$ cat src/rtl/serial_word_transmitter.sv
// Parallel-in, serial-out word transmitter: one WIDTH-bit word per valid/ready handshake, sent MSB first.
// Optional even-parity trailer bit and par_out port when TX_PARITY_EN is defined.
module serial_word_transmitter #(
  parameter int unsigned WIDTH = 16
) (
  input  logic             clk,
  input  logic             reset,
  input  logic [WIDTH-1:0] tx_data,
  input  logic             tx_valid,
  output logic             tx_ready,
  input  logic             tx_pause,
  output logic             ser_out,
  output logic             ser_en,
  output logic             busy,
`ifdef TX_PARITY_EN
  output logic             par_out,
`endif
  output logic             done
);

  localparam int unsigned CNT_W = $clog2(WIDTH + 1);

  localparam logic [1:0] S_IDLE   = 2'd0;
  localparam logic [1:0] S_SHIFT  = 2'd1;
`ifdef TX_PARITY_EN
  localparam logic [1:0] S_PARITY = 2'd2;
`endif
  localparam logic [1:0] S_DONE   = 2'd3;

  logic [1:0]       state, state_next;
  logic [WIDTH-1:0] shreg, shreg_next;
  logic [CNT_W-1:0] cnt, cnt_next;
`ifdef TX_PARITY_EN
  logic             par_reg, par_next;
`endif

  // State and datapath registers
  always_ff @(posedge clk or posedge reset) begin
    if (reset) begin
      state   <= S_IDLE;
      shreg   <= '0;
      cnt     <= '0;
`ifdef TX_PARITY_EN
      par_reg <= 1'b0;
`endif
    end else begin
      state   <= state_next;
      shreg   <= shreg_next;
      cnt     <= cnt_next;
`ifdef TX_PARITY_EN
      par_reg <= par_next;
`endif
    end
  end

  // Next-state and datapath update
  always_comb begin
    state_next = state;
    shreg_next = shreg;
    cnt_next   = cnt;
`ifdef TX_PARITY_EN
    par_next   = par_reg;
`endif
    case (state)
      S_IDLE: begin
        if (tx_valid) begin
          shreg_next = tx_data;
          cnt_next   = CNT_W'(WIDTH);
`ifdef TX_PARITY_EN
          par_next   = ^tx_data;
`endif
          state_next = S_SHIFT;
        end
      end
      S_SHIFT: begin
        // A paused cycle leaves the current bit on the line and the counter untouched
        if (!tx_pause) begin
          shreg_next = {shreg[WIDTH-2:0], 1'b0};
          cnt_next   = cnt - CNT_W'(1);
          if (cnt == CNT_W'(1)) begin
`ifdef TX_PARITY_EN
            state_next = S_PARITY;
`else
            state_next = S_DONE;
`endif
          end
        end
      end
`ifdef TX_PARITY_EN
      S_PARITY: state_next = S_DONE;
`endif
      S_DONE:   state_next = S_IDLE;
      default:  state_next = S_IDLE;
    endcase
  end

  // Outputs decoded from state; ser_en also honours a same-cycle pause
  assign tx_ready = (state == S_IDLE);
  assign busy     = (state != S_IDLE);
  assign done     = (state == S_DONE);
  assign ser_en   = (state == S_SHIFT) && !tx_pause;
`ifdef TX_PARITY_EN
  assign par_out  = (state == S_PARITY);
  assign ser_out  = (state == S_SHIFT)  ? shreg[WIDTH-1] :
                    (state == S_PARITY) ? par_reg : 1'b0;
`else
  assign ser_out  = (state == S_SHIFT) ? shreg[WIDTH-1] : 1'b0;
`endif

endmodule

$ cat config.mk
export PLATFORM = sky130hd
export DESIGN_NAME = serial_word_transmitter
export DESIGN_NICKNAME = d
export VERILOG_FILES = /design/src/rtl/serial_word_transmitter.sv
export SDC_FILE = /design/constraint.sdc
export NUM_CORES = 1
export LEC_CHECK = 0
export ABC_AREA = 1
export CAP_MARGIN = 15
export CORE_ASPECT_RATIO = 1.1
export CORE_MARGIN = 2
export CORE_UTILIZATION = 45
export CTS_CLUSTER_SIZE = 10
export DETAILED_ROUTE_END_ITERATION = 10
export PLACE_DENSITY = 0.74
export SLEW_MARGIN = 10
export SYNTH_ARGS = -nofsm -noshare
export SYNTH_HDL_FRONTEND = slang
export SYNTH_SLANG_ARGS = --single-unit
$ cat constraint.sdc
create_clock -name clk -period 1.1 [get_ports clk]
set_input_delay 0.22 -clock clk [delete_from_list [all_inputs] [get_ports clk]]
set_output_delay 0.22 -clock clk [all_outputs]
set_load 0.01 [all_outputs]
==> load_flow_metrics.sql, run 1 <==
INSERT INTO impl_metrics (metric_group, metric, value, unit) VALUES
('critical_path', 'worst-endpoint-arrival', '1.19', 'ns'),
('run_status', 'run_status', 'finished with violations', ''),
('critical_path', 'worst_setup_path_end_kind', 'output pin', ''),
('yosys', 'async_reset_ff_share', '100', '%'),
('drt', 'finalWirelength', '2920', 'um'),
('yosys', 'netlist_top_cells_area', 'sky130_fd_sc_hd__dfrtp_1, sky130_fd_sc_hd__nand2_1, sky130_fd_sc_hd__inv_1, sky130_fd_sc_hd__o21ai_2, sky130_fd_sc_hd__o21ai_0', ''),
('finish', 'layout-area-overhead-vs-synth', '48.9', '%'),
('drt', 'wl_met3', '70', 'um'),
('sta', 'report.final.setup_viol', '27', ''),
('sta', 'final.period_utilization', '128', '%'),
('place', 'i_o_buffers', '24', ''),
('power', 'clock_power_share', '10.0', '%'),
('drt', 'detail_route.iter0.violations', '28', ''),
('power', 'finalPower', '4210', 'uW'),
('yosys', 'post_synthesis_register_bit_count', '23', ''),
('yosys', 'synthDistinctLibCells', '21', ''),
('run_status', 'failed_checks', 'negative setup slack', ''),
('grt', 'grt_first_pass_wirelength', '4600', 'um'),
('yosys', 'share_of_the_yosys_chip_area_belonging_to_registers', '45.5', '%'),
('clock_tree', 'cts-hold-fix-buffers', '0', ''),
('finish', 'layout.cells.most_common', 'sky130_fd_sc_hd__nand2_1', ''),
('sta', 'min_period', '1.41', 'ns'),
('drt', 'drt-met1-wl', '1260', 'um'),
('drt', 'num_vias', '1158', ''),
('finish', 'layout_common_cells', 'sky130_fd_sc_hd__nand2_1, sky130_fd_sc_hd__inv_1, sky130_fd_sc_hd__dfrtp_1, sky130_fd_sc_hd__clkdlybuf4s50_1, sky130_fd_sc_hd__buf_4', ''),
('critical_path', 'r2r_setup_slack', '-0.28', 'ns'),
('sta', 'relSlewSlack', '86.2', '%'),
('clock_tree', 'cts_tree', 'built', ''),
('power', 'p_leak', '0.000887', 'uW'),
('place', 'place_ws', '-0.461', 'ns'),
('clock_tree', 'clock_latency', '0.32', 'ns'),
('finish', 'nFillCells', '223', ''),
('floorplanning', 'rows', '20', ''),
('power', 'share_of_total_power_in_combinational_logic', '58.3', '%'),
('drt', 'detail-route-antenna-nets', '0', ''),
('drt', 'firstDrtPassIters', '4', ''),
('sta', 'rsz0062_at_grt', 'yes', ''),
('critical_path', 'r2r_start', 'state[1]', ''),
('finish', 'postLayoutCellArea', '0.00188', 'mm^2'),
('power', 'switching_share', '41.1', '%'),
('sta', 'worst-slew-pin-transition', '0.205', 'ns'),
('drt', 'drcViolationCount', '0', ''),
('grt', 'globalRouteOverflowTotal', '0', ''),
('drt', 'highest-signal-layer', 'met4', ''),
('floorplanning', 'placeableCoreArea', '0.00273', 'mm^2'),
('clock_tree', 'clock_sink_count', '23', ''),
('place', 'post_dp_cell_area', '0.00167', 'mm^2'),
('grt', 'grtUsageTotal', '19.5', '%'),
('critical_path', 'worst-path-max-fanout', '3', ''),
('floorplanning', 'dieHeight', '59.6', 'um'),
('place', 'hpwl', '1920', 'um'),
('power', 'internal-power', '2480', 'uW'),
('yosys', 'synth_edf_count', '0', ''),
('critical_path', 'cp-startpoint', 'state[1]', ''),
('sta', 'max_freq', '711', 'MHz'),
('clock_tree', 'clk_transition_reported_paths', '0.14', 'ns'),
('sta', 'skew', '0.00349', 'ns'),
('yosys', 'post_synth_inst_count', '159', ''),
('grt', 'number_of_antenna_violations_at_the_first_check_in_global_routing', '0', ''),
('power', 'total_switching_power', '1730', 'uW'),
('critical_path', 'path_class', 'register to output pin', ''),
('floorplanning', 'die_w', '54.6', 'um'),
('grt', 'largest_net_degree_at_the_start_of_global_routing', '24', ''),
('finish', 'multi_input_comb_area', '608', 'um^2'),
('finish', 'antenna-diode-count', '0', ''),
('sta', 'post-route-worst-setup-slack', '-0.306', 'ns'),
('yosys', 'synth_top_area_share', '45.5', '%'),
('run', 'timing.max_cap.violations', '0', ''),
('sta', 'final-hold-violation-count', '0', ''),
('place', 'gpl.final_weighted_congestion', '0.801', ''),
('clock_tree', 'cts_inserted_buffers', '3', '');
==> repair_timing <==
item                       4_1_cts  5_1_grt
resized for setup               33       17
pin swaps                        7        8
gates cloned                     1        1
setup endpoints to repair       26       27
setup buffers                    7        3
==> power by group through the flow <==
stage,combinational (uW),sequential [uW],clock [uW]
after global placement,1940,1330,0
after global routing,2730,1370,451
after floorplan,1400,1310,0
after CTS,2220,1330,413
after detailed placement,2030,1350,0
final,2450,1330,421
==> worst paths after layout <==
check | cells past startpoint | end
min | 3 | shreg[4]
max in group asynchronous | 3 | state[1]
min in group clk | 3 | shreg[0]
min reg2reg | 2 | shreg[12]
max | 4 | busy
max reg2reg | 9 | cnt[4]
==> through the flow <==
| stage | setup TNS [ns] | hold WS (ns) | utilization, % | cells |
|---|---|---|---|---|
| detailed placement | -6.94 | 0.497 | 61.2 | 226 |
| global route | -7.96 | 0.235 | 69.0 | 240 |
| CTS | -6.20 | 0.209 | 65.5 | 237 |
| floorplan | -0.657 | 0.222 | - | 159 |
| global placement | -6.27 | 0.492 | 61.2 | 226 |
| finish | -6.45 | 0.199 | 69.0 | 240 |
==> critical path, stage by stage (launching register included) <==
cell,delay [ns]
sky130_fd_sc_hd__dfrtp_2,0.45
sky130_fd_sc_hd__buf_12,0.14
sky130_fd_sc_hd__nor2_4,0.10
sky130_fd_sc_hd__inv_2,0.06
sky130_fd_sc_hd__buf_6,0.12
==> state kept, by name (all words and copies together) (netlist names) <==
register	flops
cnt	5
shreg	16
state	2
==> kinds of logic (layout without fill, tap and decap cells) <==
group / Yosys count / after routing / synth area share, %
AND/OR/NAND/NOR: 65 / 65 / 22.5
AO/OA/AOI/OAI: 35 / 35 / 16.8
buffers and inverters: 34 / 82 / 13.3
flip-flops: 23 / 23 / 45.5
adder cells (fa/ha/maj): 2 / 2 / 1.98
==> synth_stat cells, types with 2 or more instances <==
| cell type | count |
|---|---|
| sky130_fd_sc_hd__a21oi_1 | 2 |
| sky130_fd_sc_hd__buf_4 | 2 |
| sky130_fd_sc_hd__buf_6 | 2 |
| sky130_fd_sc_hd__dfrtp_1 | 23 |
| sky130_fd_sc_hd__ha_1 | 2 |
| sky130_fd_sc_hd__inv_1 | 27 |
| sky130_fd_sc_hd__nand2_1 | 44 |
| sky130_fd_sc_hd__nand2_2 | 3 |
| sky130_fd_sc_hd__nand3_1 | 6 |
| sky130_fd_sc_hd__nor2_1 | 7 |
| sky130_fd_sc_hd__o21ai_0 | 15 |
| sky130_fd_sc_hd__o21ai_1 | 8 |
| sky130_fd_sc_hd__o21ai_2 | 10 |
==> cell type report <==
type / count / share of cell area [%]
Clock buffer: 3 / 1.20
Clock inverter: 1 / 0.266
Inverter: 28 / 5.71
Multi-Input combinational cell: 102 / 32.3
Sequential cell: 23 / 30.6
Tap cell: 33 / 2.19
Timing Repair Buffer: 50 / 27.7
==> layer usage <==
layer  up-vias  GRT usage, %
met2        15          33.4
met4         0          5.36
met5         -             0
li1        587             -
met3         7          3.03
met1       549          25.0
No activity file was read; power rests on OpenSTA's default activity.
==> run 2: changes to the inputs <==
CORE_ASPECT_RATIO = default   (was 1.1)
==> run 2 against run 1 <==
Against the previous run:
- the run still ends with negative setup slack left
- first-iteration DRC count up 25%
- register-to-register slack worse by 0.03 ns
- sequential power barely moved
- critical path type unchanged
==> load_flow_metrics.sql, run 2 (synthesis results as in run 1) <==
INSERT INTO impl_metrics (metric_group, metric, value, unit) VALUES
('sta', 'setup-tns-final', '-6.98', 'ns'),
('critical_path', 'worst-endpoint-arrival', '1.21', 'ns'),
('clock_tree', 'clock_latency', '0.32', 'ns'),
('drt', 'viasPerCell', '4.90', ''),
('finish', 'postLayoutCellArea', '0.00188', 'mm^2'),
('floorplanning', 'die_w', '57.0', 'um'),
('finish', 'nFillCells', '214', ''),
('power', 'switching_share', '42.3', '%'),
('critical_path', 'start_kind', 'register', ''),
('drt', 'detail_route.iter0.violations', '35', ''),
('grt', 'first_global_vias', '1067', ''),
('clock_tree', 'cts-hold-fix-buffers', '0', ''),
('critical_path', 'slowest_delay', '0.45', 'ns'),
('sta', 'final-hold-violation-count', '0', ''),
('grt', 'grtUsageTotal', '18.1', '%'),
('finish', 'antenna-diode-count', '0', ''),
('floorplanning', 'placeableCoreArea', '0.00271', 'mm^2'),
('run_status', 'failed_checks', 'negative setup slack', ''),
('place', 'post_dp_cell_area', '0.00162', 'mm^2'),
('power', 'internal-power', '2440', 'uW'),
('finish', 'post_route_cells_drive_above_1_share', '33.0', '%'),
('finish', 'largest_reg_flops', '16', ''),
('critical_path', 'cp-startpoint', 'state[1]', ''),
('critical_path', 'critPathSlowestCell', 'sky130_fd_sc_hd__dfrtp_2', ''),
('critical_path', 'cp_cell_sequence', 'buf_12 > nor2_4 > inv_2 > buf_6', ''),
('sta', 'rsz0062_at_grt', 'yes', ''),
('finish', 'final_core_util', '69.4', '%'),
('sta', 'worst-slew-pin-transition', '0.373', 'ns'),
('finish', 'layout-area-overhead-vs-synth', '48.7', '%'),
('sta', 'final.period_utilization', '130', '%'),
('finish', 'num-nets-final', '223', ''),
('finish', 'layout.cells.most_common', 'sky130_fd_sc_hd__nand2_1', ''),
('critical_path', 'r2r_setup_slack', '-0.31', 'ns'),
('floorplanning', 'dieHeight', '57.0', 'um'),
('power', 'p_leak', '0.000916', 'uW'),
('floorplanning', 'design.portCount', '25', ''),
('sta', 'report.final.setup_viol', '27', ''),
('drt', 'detail-route-antenna-nets', '0', ''),
('finish', 'largestRegisters', 'shreg (16), cnt (5), state (2)', ''),
('clock_tree', 'clk_transition_reported_paths', '0.12', 'ns'),
('clock_tree', 'max-clock-path-buffers', '2', ''),
('finish', 'layout_common_cells', 'sky130_fd_sc_hd__nand2_1, sky130_fd_sc_hd__inv_1, sky130_fd_sc_hd__dfrtp_1, sky130_fd_sc_hd__clkdlybuf4s50_1, sky130_fd_sc_hd__o21ai_0', ''),
('sta', 'max_freq', '698', 'MHz'),
('power', 'clock_power_share', '9.5', '%'),
('run_status', 'run_status', 'finished with violations', ''),
('sta', 'min_period', '1.43', 'ns'),
('finish', 'largest_register', 'shreg', ''),
('clock_tree', 'cts_max_level', '1', ''),
('drt', 'firstDrtPassIters', '6', ''),
('critical_path', 'r2r.worst_path.cells', '9', ''),
('clock_tree', 'cts_tree', 'built', ''),
('grt', 'grt_first_pass_wirelength', '4600', 'um'),
('place', 'i_o_buffers', '24', ''),
('critical_path', 'r2r_start', 'state[1]', ''),
('critical_path', 'worst_setup_path_end_kind', 'output pin', ''),
('critical_path', 'crit_end', 'busy', ''),
('critical_path', 'worst-path-max-fanout', '4', ''),
('place', 'gpl.final_weighted_congestion', '0.748', ''),
('grt', 'largest_net_degree_at_the_start_of_global_routing', '32', ''),
('clock_tree', 'clock_sink_count', '23', ''),
('drt', 'num_vias', '1133', ''),
('critical_path', 'path_class', 'register to output pin', ''),
('drt', 'drt-wirelength-per-cell', '12.5', 'um'),
('critical_path', 'rr_endpoint', 'cnt[4]', ''),
('power', 'worst_vdd_rail_ir_drop', '1.47', 'mV'),
('sta', 'skew', '0.00331', 'ns'),
('sta', 'timing.final.max_slew_violations', '0', ''),
('sta', 'relSlewSlack', '74.9', '%'),
('clock_tree', 'cts_inserted_buffers', '3', ''),
('power', 'finalPower', '4230', 'uW'),
('sta', 'post-route-worst-setup-slack', '-0.333', 'ns'),
('min_path', 'class_of_the_most_critical_hold_timing_path', 'primary input to async pin', ''),
('floorplanning', 'initial_utilization', '46.7', '%'),
('run', 'timing.max_cap.violations', '0', ''),
('power', 'sequentialPowerShare', '31.5', '%'),
('power', 'power_per_cell_area', '2250', 'mW/mm^2'),
('floorplanning', 'rows', '19', ''),
('power', 'total_switching_power', '1790', 'uW'),
('grt', 'globalRouteOverflowTotal', '0', ''),
('place', 'hpwl', '1830', 'um'),
('floorplanning', 'die_area', '0.00325', 'mm^2'),
('drt', 'finalWirelength', '2900', 'um'),
('drt', 'drcViolationCount', '0', ''),
('grt', 'number_of_antenna_violations_at_the_first_check_in_global_routing', '0', ''),
('clock_tree', 'clockRootBuffer', 'sky130_fd_sc_hd__clkbuf_4', ''),
('power', 'share_of_total_power_in_combinational_logic', '59.1', '%'),
('critical_path', 'critical_path_required', '0.88', 'ns');
==> run 2: cell count changes in the layout (fill, tap and decap cells not counted), moves of 2 or more <==
cell and delta:
sky130_fd_sc_hd__nand2_2 -6, sky130_fd_sc_hd__nand2_1 -4, sky130_fd_sc_hd__buf_6 -2, sky130_fd_sc_hd__buf_16 +2, sky130_fd_sc_hd__buf_4 -5, sky130_fd_sc_hd__nand2_4 +9, sky130_fd_sc_hd__buf_12 -2
==> run 2: how the worst min path moves through the flow <==
stage | from | endpoint | slack, ns
after global routing | reset | cnt[1] | 0.13
final | reset | cnt[1] | 0.13
after CTS | reset | cnt[1] | 0.13
after detailed placement | reset | cnt[1] | 0.48
after floorplan | reset | cnt[0] | 0.22
after global placement | reset | cnt[1] | 0.47
==> run 2: repair_timing <==
item                       in CTS  in global routing
pin swaps                       2                  4
resized for setup              31                 31
setup endpoints to repair      27                 27
cloned                          2                  0
buffers inserted                4                  1
==> run 2: power groups by stage <==
stage | clock network [uW] | logic, uW | registers (uW)
after floorplan | 0 | 1400 | 1310
after global placement | 0 | 1840 | 1330
after detailed placement | 0 | 1920 | 1350
after CTS | 404 | 2190 | 1320
after global routing | 452 | 2770 | 1360
final | 401 | 2500 | 1330
==> run 2: per-stage QoR <==
| stage | cells | hold slack, ns | setup WS, ns |
|---|---|---|---|
| final | 231 | 0.128 | -0.333 |
| after global routing | 231 | 0.133 | -0.381 |
| after CTS | 231 | 0.134 | -0.295 |
| after detailed placement | 221 | 0.483 | -0.464 |
| after global placement | 221 | 0.471 | -0.439 |
| after floorplan | 159 | 0.222 | -0.0398 |
==> run 2: final cells by class <==
cell class / instances / area, um^2 / area share [%]
Tap cell: 31 / 38.8 / 2.06
Sequential cell: 23 / 578 / 30.7
Inverter: 28 / 105 / 5.59
Multi-Input combinational cell: 102 / 666 / 35.4
Clock buffer: 4 / 26.3 / 1.40
Timing Repair Buffer: 43 / 467 / 24.8
==> run 2: worst max-delay path, delay by kind of cell (launching register included) <==
family / cells / cell delay, ns
buffers and inverters: 3 / 0.32
flip-flops: 1 / 0.45
AND/OR/NAND/NOR: 1 / 0.13
==> run 2: metal layers <==
metal / global-route usage (%) / up-vias / share of wire (%)
li1: - / 578 / -
met1: 23.0 / 522 / 42
met2: 31.9 / 26 / 52
met3: 2.49 / 7 / 3.6
met4: 5.98 / 0 / 2.0
met5: 0 / - / 0
==> patch (settings of run 2) <==
Change the parameter `WIDTH` from 16 to 32.
--- a/src/rtl/serial_word_transmitter.sv
+++ b/src/rtl/serial_word_transmitter.sv
@@ -1,7 +1,7 @@
 // Parallel-in, serial-out word transmitter: one WIDTH-bit word per valid/ready handshake, sent MSB first.
 // Optional even-parity trailer bit and par_out port when TX_PARITY_EN is defined.
 module serial_word_transmitter #(
-  parameter int unsigned WIDTH = 16
+  parameter int unsigned WIDTH = 32
 ) (
   input  logic             clk,
   input  logic             reset,
Ports: changed (resized tx_data); port bits go from 25 to 41. No check against the original RTL was run, so the function may have changed too.
==> patch against run 2 <==
The flow still finishes with violations (setup timing). Combinational power increased by 86%. Synthesized cell count up 67%. Count of clock-buffer cells in the layout up 2. Worst setup slack worse by 0.028 ns. Sequential power up 71%. Routed wire length grew 68%. Clock power rose to 3.0 times the old value. Die area increased by 58%. Sequential cell count rose by 17. Global-route usage increased by 0.75 points. Synthesized area rose by 63%. Power grew 92%. Fmax is 1.9% lower. Cell area rose by 64%. Highest routed layer unchanged.
==> patch: results (changes against run 2) <==
Logic synthesis
  • Ys flop type: dfrtp_1
  • Multiplexer share of the synthesized area: 0 (unchanged)
  • Sequential area share after synthesis: 0.4846 (+0.02956)
  • Commonest cells in the netlist: nand2_1 (75), inv_1 (47), o21ai_1 (45)
  • Synth Area in Compound Gates: 0.1811 (+0.01295)
  • Synth cell types: 19 (-9.5%)
  • Cells after Synth: 265 (+67%)
  • Xor/xnor cell area share of the yosys netlist: 0 (unchanged)
  • Syn nets: 303 (+67%)
  • Synth area leaders: dfrtp_1 (48%), nand2_1 (14%), o21ai_1 (11%)
  • Post-Synth Adder-Cell Area: 0.01211 (-0.007669)
  • Synth warnings: 0 (unchanged)
  • Post-synth ARST share: 1.000 (unchanged)

CTS
  • CTS clk-pin slew, worst paths: 0.08 ns (-0.04 ns)
  • Cts hold-fix bufs: 0 (unchanged)
  • Htree depth: 2 (+1)
  • Worst-skew pair later-pin latency: 0.30 ns (-0.02 ns)
  • Cts repair resizes: 35 (+13%)
  • CTS buffer count: 5 (+2)
  • Setup Fix Bufs, Post-CTS: 2 (-2)
  • Clock root buffer: clkbuf_8
  • Max Buffers Root-to-Sink: 2 (unchanged)

Setup path
  • CP max FO: 5 (+1)
  • CP arrival: 1.64 ns (+0.43 ns)
  • Family with the most delay on the worst path: simple AND/OR/NAND/NOR gates
  • Crit path largest cell delay: 0.40 ns (-0.05 ns)
  • Crit path from: state[1]$_DFFE_PP0P_
  • Slowest cell on crit path: dfrtp_1

STA
  • Post-route setup slack: -0.3604 ns (-0.02763 ns)
  • Skew final: 0.005537 ns (+0.002228 ns)
  • Setup TNS: -10.76 ns (-3.778 ns)
  • Endpoints failing setup: 44 (+63%)
  • Slew headroom: 0.7589 (+0.01024)

Power and ir drop
  • Leak: 0.001416 µW (+54%)
  • Maximum VDD drop: 0.001503 V (+2.4%)

Layout
  • Biggest regs: shreg: 32 flops, cnt: 6 flops, state: 2 flops
  • Layout Nets: 362 (+62%)
  • Share of cells above drive strength 1: 0.2646 (-0.06538)
  • Antenna diodes: 0 (unchanged)
  • Filler instances: 332 (+55%)
  • P&R area growth vs syn: 49.00%

Placement
  • DP HPWL: 2.782 mm (+52%)
  • RD Place Congestion: 0.8311 (+11%)
  • PortBufs: 40 (+67%)
  • Dpl cell area: 2629 µm² (+62%)
  • Pre-CTS setup slack: -0.5111 ns (-0.04717 ns)

Detailed routing
  • Via-per-instance ratio: 5.011 (+2.2%)
  • Via count: 1889 (+67%)
  • Mean routed wirelength per cell: 12.94 µm (+3.1%)
  • Initial drt markers: 154 (+340%)
  • Total iterations of the first detailed-routing run: 4 (-2)

Global routing
  • First-pass GRT wire length: 7.452 mm (+62%)
  • Initial antenna violation count: 0 (unchanged)
  • Vias in the first global route: 1728 (+62%)
  • Gr usage total: 0.1887 (+0.007549)
  • Largest net degree at the start of global routing: 41 (+28%)

Hold path
  • HP Class: in -> async

Status
  • Failing checks: setup timing
  • Run status: finished, violations left
==> patch: cell types whose count changed after synthesis, moves of 2 or more <==
cell / change
inv_1: +20
buf_6: +2
nand3_1: +2
nand4_1: +2
buf_2: +4
buf_4: +2
o21ai_1: +37
nand2_1: +31
dfrtp_1: +17
o21ai_0: -6
==> patch: kinds of logic after synthesis <==
family / after synthesis
AND/OR/NAND/NOR: 95
buffers and inverters: 61
adder cells (fa/ha/maj): 2
flip-flops: 40
AO/OA/AOI/OAI: 67
==> patch: report_power, final <==
group	internal, µW	switching (µW)
registers	2040	240
clock network	673	523
logic	2100	2540
==> patch: final cells by class <==
class | count | share of cell area
repair buffers | 65 | 0.2374
inverters | 47 | 0.05854
multi-input cells | 165 | 0.3224
clock inverters | 2 | 0.01138
clock buffers | 6 | 0.02358
flip-flops and latches | 40 | 0.3256
well taps | 52 | 0.02114
==> patch: per-layer routing <==
metal	share of wire	global-route usage	routed length [µm]	vias up
li1	-	-	-	951
met1	0.42	0.2281	2065	891
met2	0.52	0.3158	2529	35
met3	0.034	0.03657	164	12
met4	0.025	0.1048	120	0
met5	0	0	0	-
==> patch: final timing paths <==
check                                        end  slack, ns
setup / recovery              cnt[5]$_DFFE_PP0P_      -0.36
hold / removal             shreg[11]$_DFFE_PP0P_       0.32
setup reg to reg              cnt[5]$_DFFE_PP0P_      -0.36
hold reg to reg            shreg[22]$_DFFE_PP0P_       0.52
max in group asynchronous   state[0]$_DFFE_PP0P_       0.57
min in group clk           shreg[22]$_DFFE_PP0P_       0.52
==> patch: worst register-to-register path, delay by kind of cell, from the launching register on <==
| family | cells | cell delay (ns) |
|---|---|---|
| flip-flops | 1 | 0.40 |
| buffers and inverters | 3 | 0.38 |
| AND/OR/NAND/NOR | 6 | 0.57 |
